[config.mk]
export PLATFORM = sky130hd
export DESIGN_NAME = vote_capture
export DESIGN_NICKNAME = d
export VERILOG_FILES = /design/src/rtl/voting_pkg.sv /design/src/rtl/button_debounce.sv /design/src/rtl/vote_capture.sv
export SDC_FILE = /design/constraint.sdc
export NUM_CORES = 1
export LEC_CHECK = 0
export CORE_UTILIZATION = 38
export DETAILED_ROUTE_END_ITERATION = 6
export PLACE_DENSITY = 0.54
export SYNTH_ARGS = -nofsm -noshare
export SYNTH_HDL_FRONTEND = slang
export SYNTH_SLANG_ARGS = --single-unit
[constraint.sdc]
create_clock -name clock -period 2.8 [get_ports clock]
set_clock_uncertainty 0.05 [all_clocks]
set_input_delay 0.42 -clock clock [delete_from_list [all_inputs] [get_ports clock]]
set_output_delay 0.42 -clock clock [all_outputs]
set_load 0.01 [all_outputs]
[src/rtl/voting_pkg.sv]
// Shared voting types: candidate count and the ballot FSM encoding used by
// the capture stage, vote logger and result display.
package voting_pkg;

  localparam int NUM_CANDIDATES = 4;

  typedef enum logic [1:0] {
    LOCKED  = 2'd0,
    ARMED   = 2'd1,
    RELEASE = 2'd2
  } vote_state_e;

  function automatic logic [2:0] count_ones(input logic [NUM_CANDIDATES-1:0] v);
    logic [2:0] n;
    n = '0;
    for (int i = 0; i < NUM_CANDIDATES; i++) begin
      n = n + {2'b00, v[i]};
    end
    return n;
  endfunction

endpackage

[src/rtl/button_debounce.sv]
// Synchronise a raw asynchronous key, debounce it over DEBOUNCE_CYCLES stable
// cycles and emit a registered one-cycle pulse on each debounced rising edge.
module button_debounce #(
  parameter int DEBOUNCE_CYCLES = 16
) (
  input  logic clock,
  input  logic reset,
  input  logic raw_in,
  output logic level,
  output logic press
);

  localparam int CW = (DEBOUNCE_CYCLES > 2) ? $clog2(DEBOUNCE_CYCLES) : 1;

  logic          sync1_q, sync2_q;
  logic          level_q, level_d;
  logic          level_prev_q;
  logic          press_q;
  logic [CW-1:0] cnt_q, cnt_d;

  // Counter only runs while the synchronised input disagrees with the level.
  always_comb begin
    cnt_d   = '0;
    level_d = level_q;
    if (sync2_q != level_q) begin
      if (cnt_q == CW'(DEBOUNCE_CYCLES - 1)) begin
        level_d = sync2_q;
      end else begin
        cnt_d = cnt_q + 1'b1;
      end
    end
  end

  always_ff @(posedge clock) begin
    if (reset) begin
      sync1_q      <= 1'b0;
      sync2_q      <= 1'b0;
      cnt_q        <= '0;
      level_q      <= 1'b0;
      level_prev_q <= 1'b0;
      press_q      <= 1'b0;
    end else begin
      sync1_q      <= raw_in;
      sync2_q      <= sync1_q;
      cnt_q        <= cnt_d;
      level_q      <= level_d;
      level_prev_q <= level_q;
      press_q      <= level_q & ~level_prev_q;
    end
  end

  assign level = level_q;
  assign press = press_q;

endmodule

[src/rtl/vote_capture.sv]
// Voting front end: debounced buttons and officer key drive a one-vote-per-ballot
// FSM; every output is registered and squelched as soon as mode drops.
module vote_capture
  import voting_pkg::*;
#(
  parameter int DEBOUNCE_CYCLES = 16,
  parameter int ARM_TIMEOUT     = 1024
) (
  input  logic clock,
  input  logic reset,
  input  logic mode,
  input  logic ballot_enable,
  input  logic button1,
  input  logic button2,
  input  logic button3,
  input  logic button4,
  output logic candidate1_vote_valid,
  output logic candidate2_vote_valid,
  output logic candidate3_vote_valid,
  output logic candidate4_vote_valid,
  output logic ballot_armed,
  output logic vote_reject,
  output logic arm_timeout
);

  localparam int TW = (ARM_TIMEOUT > 2) ? $clog2(ARM_TIMEOUT) : 1;

  logic [NUM_CANDIDATES-1:0] raw_btn, btn_level, btn_press;
  logic                      en_level, en_press;

  vote_state_e               state_q, state_d;
  logic [TW-1:0]             timer_q, timer_d;
  logic [NUM_CANDIDATES-1:0] vote_pend_q, vote_pend_d;
  logic                      reject_pend_q, reject_pend_d;
  logic                      timeout_pend_q, timeout_pend_d;
  logic [NUM_CANDIDATES-1:0] vote_q;
  logic                      armed_q, reject_q, timeout_q;
  logic                      accept;

  assign raw_btn = {button4, button3, button2, button1};

  for (genvar g = 0; g < NUM_CANDIDATES; g++) begin : g_btn
    button_debounce #(.DEBOUNCE_CYCLES(DEBOUNCE_CYCLES)) u_db (
      .clock  (clock),
      .reset  (reset),
      .raw_in (raw_btn[g]),
      .level  (btn_level[g]),
      .press  (btn_press[g])
    );
  end

  button_debounce #(.DEBOUNCE_CYCLES(DEBOUNCE_CYCLES)) u_db_enable (
    .clock  (clock),
    .reset  (reset),
    .raw_in (ballot_enable),
    .level  (en_level),
    .press  (en_press)
  );

  // A lone press with every other button released; anything else is ambiguous.
  assign accept = (count_ones(btn_press) == 3'd1) && ((btn_level & ~btn_press) == '0);

  always_comb begin
    state_d        = state_q;
    timer_d        = timer_q;
    vote_pend_d    = '0;
    reject_pend_d  = 1'b0;
    timeout_pend_d = 1'b0;
    case (state_q)
      LOCKED: begin
        if (en_press && en_level) begin
          state_d = ARMED;
          timer_d = '0;
        end
      end
      ARMED: begin
        timer_d = timer_q + 1'b1;
        if (accept) begin
          vote_pend_d = btn_press;
          state_d     = RELEASE;
        end else begin
          reject_pend_d = (btn_press != '0);
          if (timer_q == TW'(ARM_TIMEOUT - 1)) begin
            timeout_pend_d = 1'b1;
            state_d        = LOCKED;
          end
        end
      end
      RELEASE: begin
        if (btn_level == '0) begin
          state_d = LOCKED;
        end
      end
      default: state_d = LOCKED;
    endcase
    if (!mode) begin
      state_d        = LOCKED;
      vote_pend_d    = '0;
      reject_pend_d  = 1'b0;
      timeout_pend_d = 1'b0;
    end
  end

  always_ff @(posedge clock) begin
    if (reset) begin
      state_q        <= LOCKED;
      timer_q        <= '0;
      vote_pend_q    <= '0;
      reject_pend_q  <= 1'b0;
      timeout_pend_q <= 1'b0;
      vote_q         <= '0;
      armed_q        <= 1'b0;
      reject_q       <= 1'b0;
      timeout_q      <= 1'b0;
    end else begin
      state_q        <= state_d;
      timer_q        <= timer_d;
      vote_pend_q    <= vote_pend_d;
      reject_pend_q  <= reject_pend_d;
      timeout_pend_q <= timeout_pend_d;
      // Pending pulses die here if mode dropped in the cycle between.
      vote_q         <= mode ? vote_pend_q : '0;
      armed_q        <= mode && (state_q == ARMED);
      reject_q       <= mode && reject_pend_q;
      timeout_q      <= mode && timeout_pend_q;
    end
  end

  assign candidate1_vote_valid = vote_q[0];
  assign candidate2_vote_valid = vote_q[1];
  assign candidate3_vote_valid = vote_q[2];
  assign candidate4_vote_valid = vote_q[3];
  assign ballot_armed          = armed_q;
  assign vote_reject           = reject_q;
  assign arm_timeout           = timeout_q;

endmodule

-- After elaboration in Yosys (flattened, before gate mapping)
Cells that the tools add are included.
- register bits after elaboration: 70
- latch bits: 0
- bits in writable memories: 0
- bits in read-only memories: 0
- output and inout port bits: 7
- word-level logic and storage cells: 118
- memories: 0
- add/subtract/negate cells: 9
- multipliers: 0
- divide/modulo/power cells: 0
- $lt $le $gt $ge: 0
- equal/unequal tests: 17
- shift-type cells: 0
- mux-type cells: 8
- bitwise operators: 20
- reduce and logical (&&, ||, !) cells: 25
- operators by type and width (operator ; count):
    $add A4 B1 Y4 const B ; 5
    $eq A4 B4 Y1 const B ; 5
    $pmux W10 S2 ; 1
    $reduce_or A3 Y1 ; 5
    $not A1 Y1 ; 13
    $reduce_and A2 Y1 ; 6
    $add A10 B1 Y10 const B ; 1
    $eq A10 B10 Y1 const B ; 1
    $mux W10 ; 1
    $logic_not A4 Y1 ; 2
    $mux W2 ; 4
    $reduce_or A4 Y1 ; 2
    $pmux W2 S3 ; 1
    $and A1 B1 Y1 ; 5
    $logic_and A1 B1 Y1 ; 5
    $ne A1 B1 Y1 ; 5
    $and A4 B4 Y4 ; 1
    $ne A2 B2 Y1 const B ; 2
    $not A4 Y4 ; 1
    $reduce_bool A4 Y1 ; 1
    $add A2 B1 Y3 ; 1
    $add A3 B1 Y3 ; 1
    $eq A3 B1 Y1 const B ; 1
    $ne A3 B3 Y1 const B ; 1
    other kinds (8) ; 8

-- Longest topological paths before layout
- word-level depth: 7
- depth in mapped cells: 9
- depth with buffers taken out: 9

-- By module
Synthesis repeated with hierarchy kept, for this count alone.
- cell total of the unflattened synthesis: 249
- area, all modules: 2603.7 µm²
- modules (own cells, without submodules) (module ; instances ; cells each ; area each (µm²)):
    button_debounce ; 5 ; 27 ; 304.0
    vote_capture ; 1 ; 114 ; 1083.5

-- Worst setup path before layout
OpenSTA, ideal clock, no wires.
- kind: flip-flop to flip-flop
- start: register g_btn[0].u_db.press_q
- end: register state_q[0]
- arrival time: 2.291 ns
- required time: 2.622 ns
- setup slack: 0.330 ns
- stages on the path, launching flop included: 10
- clock period less this slack: 2.470 ns
- path through: dfxtp_1 -> inv_1 -> fa_1 -> inv_1 -> ha_1 -> ha_1 -> or3b_1 -> a221o_1 -> o21ai_1 -> o22ai_1
- cells in the longest elaborated chain, start to end: 7
- elaborated cells on any way between the ends: 12
- classes of those cells: add/sub: 3; eq/ne: 2; mux: 2; bitwise: 2; reduce/logical: 3
- ends and longest elaborated chain (element ; line ; source):
    start, declared ; button_debounce.sv:18 ; logic press_q;
    start signal, assigned ; button_debounce.sv:48 ; press_q <= level_q & ~level_prev_q;
    $add A1 B1 Y2 ; voting_pkg.sv:17 ; n = n + {2'b00, v[i]};
    $add A2 B1 Y3 ; voting_pkg.sv:17 ;
    $add A3 B1 Y3 ; voting_pkg.sv:17 ;
    $eq A3 B1 Y1 ; vote_capture.sv:61 ; assign accept = (count_ones(btn_press) == 3'd1) && ((btn_level & ~btn_press) == '0);
    $logic_and A1 B1 Y1 (*) ; vote_capture.sv:61 ;
    $ne A3 B3 Y1 (no source line) or $mux W2 (tied branches) ; - ;
    $reduce_and A3 Y1 (no source line) or $pmux W2 S3 (tied branches) ; - ;
    end signal, assigned ; vote_capture.sv:116 ; state_q <= state_d;
    end, declared ; vote_capture.sv:31 ; vote_state_e state_q, state_d;
Mark *: on every way between the ends. The rest lies on a longest branch, timed or not.
A chain may end at the register's enable or synchronous reset.

-- Worst setup path after layout
Ends and elaborated chain as after synthesis.

==> impl_results.html <==
<table>
<tr><th>Metric</th><th>Value</th></tr>
<tr><th colspan="2">Yosys</th></tr>
<tr><td>Mapped cell area</td><td>2569 um^2</td></tr>
<tr><td>Flip-flop and latch count after synthesis</td><td>70</td></tr>
<tr><td>Complex-gate fraction of the synthesized area</td><td>0.05991</td></tr>
<tr><td>Number of warning messages in the yosys log</td><td>0</td></tr>
<tr><td>Part of the Yosys area used for sequential elements</td><td>0.5455</td></tr>
<tr><td>Post-Synth Simple-Gate Area</td><td>0.2343</td></tr>
<tr><td>Library cells used by synthesis</td><td>41</td></tr>
<tr><td>Post-Syn Nets</td><td>273</td></tr>
<tr><td>Post-Syn Area per Cell</td><td>10.07 um^2</td></tr>
<tr><td>Xor and xnor fraction of the mapped netlist area</td><td>0.05114</td></tr>
<tr><td>Count of mapped cells out of synthesis</td><td>255</td></tr>
<tr><td>Proportion of synthesized area in mux cells</td><td>0.02874</td></tr>
<tr><td>Synth Area in Adders</td><td>0.05163</td></tr>
<tr><td>Largest family of logic cells by synthesized area</td><td>simple AND/OR/NAND/NOR gates</td></tr>
<tr><th colspan="2">Global routing</th></tr>
<tr><td>Antenna violations before repair</td><td>0</td></tr>
<tr><td>Wire length of the first global-routing pass</td><td>6672 um</td></tr>
<tr><td>Largest net degree at the start of global routing</td><td>38</td></tr>
<tr><td>GRT Resource Usage Total</td><td>0.1212</td></tr>
<tr><td>Gr ovfl total</td><td>0</td></tr>
<tr><td>Via count of the first global-routing pass</td><td>1526</td></tr>
<tr><th colspan="2">Power</th></tr>
<tr><td>Power Dens Cells</td><td>628.1 nW/um^2</td></tr>
<tr><td>Total power of the final layout</td><td>1.882 mW</td></tr>
<tr><td>LEAKAGE</td><td>1.156 nW</td></tr>
<tr><td>Peak VDD IR</td><td>237.3 uV</td></tr>
<tr><th colspan="2">Floorplanning</th></tr>
<tr><td>Die Outline Area</td><td>7092 um^2</td></tr>
<tr><td>Placement Rows</td><td>29</td></tr>
<tr><td>Floorplan core area</td><td>6422 um^2</td></tr>
<tr><td>Initial Utilization</td><td>0.4000</td></tr>
<tr><td>Chip Width</td><td>84.22 um</td></tr>
<tr><td>Top-level port count</td><td>15</td></tr>
<tr><td>Die outline height</td><td>84.22 um</td></tr>
<tr><th colspan="2">Clock network</th></tr>
<tr><td>Clock tree root buffer cell</td><td>sky130_fd_sc_hd__clkbuf_8</td></tr>
<tr><td>CTS clock-pin slew for the worst setup and hold paths</td><td>70 ps</td></tr>
<tr><td>Clock tree from TritonCTS</td><td>built</td></tr>
<tr><td>Number of sinks driven by the clock tree</td><td>70</td></tr>
<tr><td>Clock buffers created by TritonCTS</td><td>9</td></tr>
<tr><td>Number of gates resized after cts</td><td>0</td></tr>
<tr><td>H-tree levels</td><td>3</td></tr>
<tr><td>Hold Buf Count CTS</td><td>0</td></tr>
<tr><td>Clock network latency to the later pin of the worst-skew pair</td><td>330 ps</td></tr>
<tr><td>Post-CTS Setup Inserts</td><td>0</td></tr>
<tr><td>Buffer levels on the longest clock path</td><td>2</td></tr>
<tr><th colspan="2">Finish</th></tr>
<tr><td>Post-layout utilization of the core</td><td>0.4664</td></tr>
<tr><td>Max reg flops</td><td>16</td></tr>
<tr><td>Post-layout nets</td><td>294</td></tr>
<tr><td>Share of cells above drive strength 1</td><td>0.06786</td></tr>
<tr><td>Area Growth Syn to Fin</td><td>16.61%</td></tr>
<tr><td>Top flop regs</td><td>g_btn.u_db.cnt_q: 16 flops, timer_q: 10 flops</td></tr>
<tr><td>Reg with most FFs</td><td>g_btn.u_db.cnt_q</td></tr>
<tr><td># diodes</td><td>0</td></tr>
<tr><td>Final Cell Area</td><td>2995 um^2</td></tr>
<tr><td>Layout fillers</td><td>596</td></tr>
<tr><td>Count of non-filler cells in the finished layout</td><td>357</td></tr>
<tr><th colspan="2">Drt</th></tr>
<tr><td>Violation count after the first detailed-routing iteration</td><td>61</td></tr>
<tr><td>Vias</td><td>1652</td></tr>
<tr><td>Pre-Repair DR Iteration Count</td><td>7</td></tr>
<tr><td>Wire per inst</td><td>10.35 um</td></tr>
<tr><td>DRC violations left</td><td>8</td></tr>
<tr><td>Via density per instance</td><td>4.627</td></tr>
<tr><td>Final antenna-violating net count</td><td>0</td></tr>
<tr><td>Routed wire length</td><td>3696 um</td></tr>
<tr><th colspan="2">Worst hold path</th></tr>
<tr><td>Hold Crit Endpoint</td><td>g_btn[3].u_db.press</td></tr>
<tr><td>Min-Delay Path Depth</td><td>1</td></tr>
<tr><td>Kind of path behind the tightest hold check</td><td>flip-flop to flip-flop</td></tr>
<tr><td>Hold Crit Start</td><td>g_btn[3].u_db.level_prev_q</td></tr>
<tr><th colspan="2">Critical path</th></tr>
<tr><td>Register-to-Register Path Depth</td><td>9</td></tr>
<tr><td>Crit path kind</td><td>flip-flop to flip-flop</td></tr>
<tr><td>Reg2reg setup slack</td><td>180 ps</td></tr>
<tr><td>Reg2reg end</td><td>state_q[0]</td></tr>
<tr><td>Nature of the critical path endpoint</td><td>flip-flop</td></tr>
<tr><td>Worst path required time</td><td>2950 ps</td></tr>
<tr><td>Critical Path AT</td><td>2770 ps</td></tr>
<tr><td>Critical R2R Launch</td><td>g_btn[0].u_db.press</td></tr>
<tr><td>Critical path peak fanout</td><td>3</td></tr>
<tr><td>Element type at the critical path start</td><td>flip-flop</td></tr>
<tr><th colspan="2">Placed design</th></tr>
<tr><td>Final HPWL from detailed placement</td><td>2494 um</td></tr>
<tr><td>Total placed cells including tap cells</td><td>342</td></tr>
<tr><td>Worst-case setup slack after placement</td><td>200.5 ps</td></tr>
<tr><td>Placed inst area</td><td>2791 um^2</td></tr>
<tr><td>Final Wtd Congestion</td><td>0.7290</td></tr>
<tr><td>Port Buffer Count</td><td>14</td></tr>
<tr><th colspan="2">Timing</th></tr>
<tr><td>Tightest Pin Transition</td><td>453.7 ps</td></tr>
<tr><td>Final setup vio count</td><td>0</td></tr>
<tr><td>Accumulated negative setup slack</td><td>0 ps</td></tr>
<tr><td>Unrepaired setup endpoints after global routing</td><td>false</td></tr>
<tr><td>Worst hold margin</td><td>329.8 ps</td></tr>
<tr><td>Final Cycle Share</td><td>0.9356</td></tr>
<tr><td>Final Hold Vio Count</td><td>0</td></tr>
<tr><td>Slew Viols, Final</td><td>0</td></tr>
<tr><td>Fin worst setup slack</td><td>180.3 ps</td></tr>
<tr><td>Headroom to the max-slew limit</td><td>0.6969</td></tr>
<tr><td>Minimum clock period after layout</td><td>2620 ps</td></tr>
<tr><td>Maximum operating frequency</td><td>0.3817 GHz</td></tr>
<tr><th colspan="2">Run</th></tr>
<tr><td>Number of max-cap violations</td><td>0</td></tr>
<tr><th colspan="2">Outcome</th></tr>
<tr><td>Status</td><td>finished, violations left</td></tr>
<tr><td>Failing checks</td><td>design-rule violations</td></tr>
</table>
==> report_power, final <==
group / total (mW) / leakage (nW) / internal [mW] / switching [mW]
logic: 0.0344 / 0.490 / 0.0176 / 0.0168
clock network: 0.839 / 0.0994 / 0.496 / 0.343
registers: 1.01 / 0.566 / 1.00 / 0.00411
total: 1.88 / 1.16 / 1.52 / 0.364
==> worst max path at each step <==
stage | slack (ps) | cells after the start | endpoint | start
after global placement | 210 | 9 | vote_pend_q[3] | g_btn[0].u_db.press
final | 180 | 9 | state_q[0] | g_btn[0].u_db.press
after floorplan | 330 | 9 | state_q[0] | g_btn[0].u_db.press
after global routing | 10 | 9 | vote_pend_q[3] | g_btn[0].u_db.press
after detailed placement | 200 | 9 | state_q[0] | g_btn[0].u_db.press
after CTS | 160 | 9 | state_q[0] | g_btn[0].u_db.press
==> cell usage after synthesis <==
cell type	count	area, um^2
sky130_fd_sc_hd__a22oi_1	1	7.510
sky130_fd_sc_hd__nor2b_1	21	131.4
sky130_fd_sc_hd__or4_1	1	7.510
sky130_fd_sc_hd__or2_2	1	6.260
sky130_fd_sc_hd__nor3_1	1	5.000
sky130_fd_sc_hd__ha_1	9	112.6
sky130_fd_sc_hd__xnor2_1	10	87.58
sky130_fd_sc_hd__nand2_1	5	18.77
sky130_fd_sc_hd__a311oi_1	1	8.760
sky130_fd_sc_hd__nand2b_1	2	12.51
sky130_fd_sc_hd__o21ai_0	5	25.02
sky130_fd_sc_hd__a22o_1	1	8.760
sky130_fd_sc_hd__o22ai_1	1	6.260
sky130_fd_sc_hd__a31oi_1	2	12.51
sky130_fd_sc_hd__mux2_2	3	33.78
sky130_fd_sc_hd__buf_1	2	7.510
sky130_fd_sc_hd__nand4_1	3	18.77
sky130_fd_sc_hd__and4_1	2	17.52
sky130_fd_sc_hd__and2_1	10	62.56
sky130_fd_sc_hd__dfxtp_1	70	1401
sky130_fd_sc_hd__nor2_1	37	138.9
sky130_fd_sc_hd__nand3_1	8	40.04
sky130_fd_sc_hd__xor2_1	5	43.79
sky130_fd_sc_hd__fa_1	1	20.02
sky130_fd_sc_hd__buf_2	2	10.01
sky130_fd_sc_hd__a41oi_1	1	8.760
sky130_fd_sc_hd__a221o_1	1	10.01
sky130_fd_sc_hd__o21ai_1	1	5.000
sky130_fd_sc_hd__mux2i_1	4	40.04
sky130_fd_sc_hd__a21oi_1	7	35.03
sky130_fd_sc_hd__clkbuf_1	1	3.750
sky130_fd_sc_hd__nand3b_1	1	7.510
sky130_fd_sc_hd__and3_1	9	56.30
sky130_fd_sc_hd__nand4bb_1	1	11.26
sky130_fd_sc_hd__or3b_1	1	8.760
sky130_fd_sc_hd__or3_1	6	37.54
sky130_fd_sc_hd__a41o_1	1	10.01
sky130_fd_sc_hd__a211oi_1	1	7.510
sky130_fd_sc_hd__inv_1	14	52.55
sky130_fd_sc_hd__o31a_1	1	8.760
sky130_fd_sc_hd__nor4_4	1	21.27
==> metal layers <==
metal	GRT usage	vias to the layer above	part of all wire
met2	0.1744	33	0.38
li1	-	892	-
met4	0.07994	0	0.023
met1	0.1594	718	0.55
met3	0.03343	9	0.044
met5	0	-	0
==> final cells by class <==
type / count / area, um^2 / share of cell area
Sequential cell: 70 / 1401 / 0.4678
Inverter: 14 / 52.55 / 0.01754
Timing Repair Buffer: 15 / 147.6 / 0.04929
Tap cell: 77 / 96.34 / 0.03216
Multi-Input combinational cell: 166 / 1094 / 0.3651
Clock buffer: 11 / 131.4 / 0.04386
Clock inverter: 4 / 72.57 / 0.02423
==> worst max-delay path: stages (launching register included) <==
cell                      delay, ps
sky130_fd_sc_hd__dfxtp_1        320
sky130_fd_sc_hd__inv_1           80
sky130_fd_sc_hd__fa_1           550
sky130_fd_sc_hd__inv_1           50
sky130_fd_sc_hd__ha_1           170
sky130_fd_sc_hd__ha_1           260
sky130_fd_sc_hd__or3b_1         370
sky130_fd_sc_hd__a221o_1        320
sky130_fd_sc_hd__o21ai_1        220
sky130_fd_sc_hd__o22ai_1        120
==> cells by family after synthesis <==
group,count (synthesis)
adders and majority gates,10
muxes,7
and+or+nand+nor,110
buffers and inverters,19
xor gates and xnor gates,15
AOI/OAI and AO/OA,24
DFF,70
==> layout by cell type, fill, tap and decap left out, types with 3 or more instances in the layout <==
cell	n
sky130_fd_sc_hd__xor2_1	5
sky130_fd_sc_hd__nor2_1	37
sky130_fd_sc_hd__nand4_1	3
sky130_fd_sc_hd__and3_1	9
sky130_fd_sc_hd__mux2i_1	4
sky130_fd_sc_hd__nand2_1	5
sky130_fd_sc_hd__o21ai_0	5
sky130_fd_sc_hd__clkdlybuf4s50_1	14
sky130_fd_sc_hd__dfxtp_1	70
sky130_fd_sc_hd__inv_1	14
sky130_fd_sc_hd__mux2_2	3
sky130_fd_sc_hd__or3_1	6
sky130_fd_sc_hd__clkbuf_8	9
sky130_fd_sc_hd__a21oi_1	7
sky130_fd_sc_hd__xnor2_1	10
sky130_fd_sc_hd__nor2b_1	21
sky130_fd_sc_hd__and2_1	10
sky130_fd_sc_hd__nand3_1	8
sky130_fd_sc_hd__ha_1	9
Power figures use the tool's default switching activity.
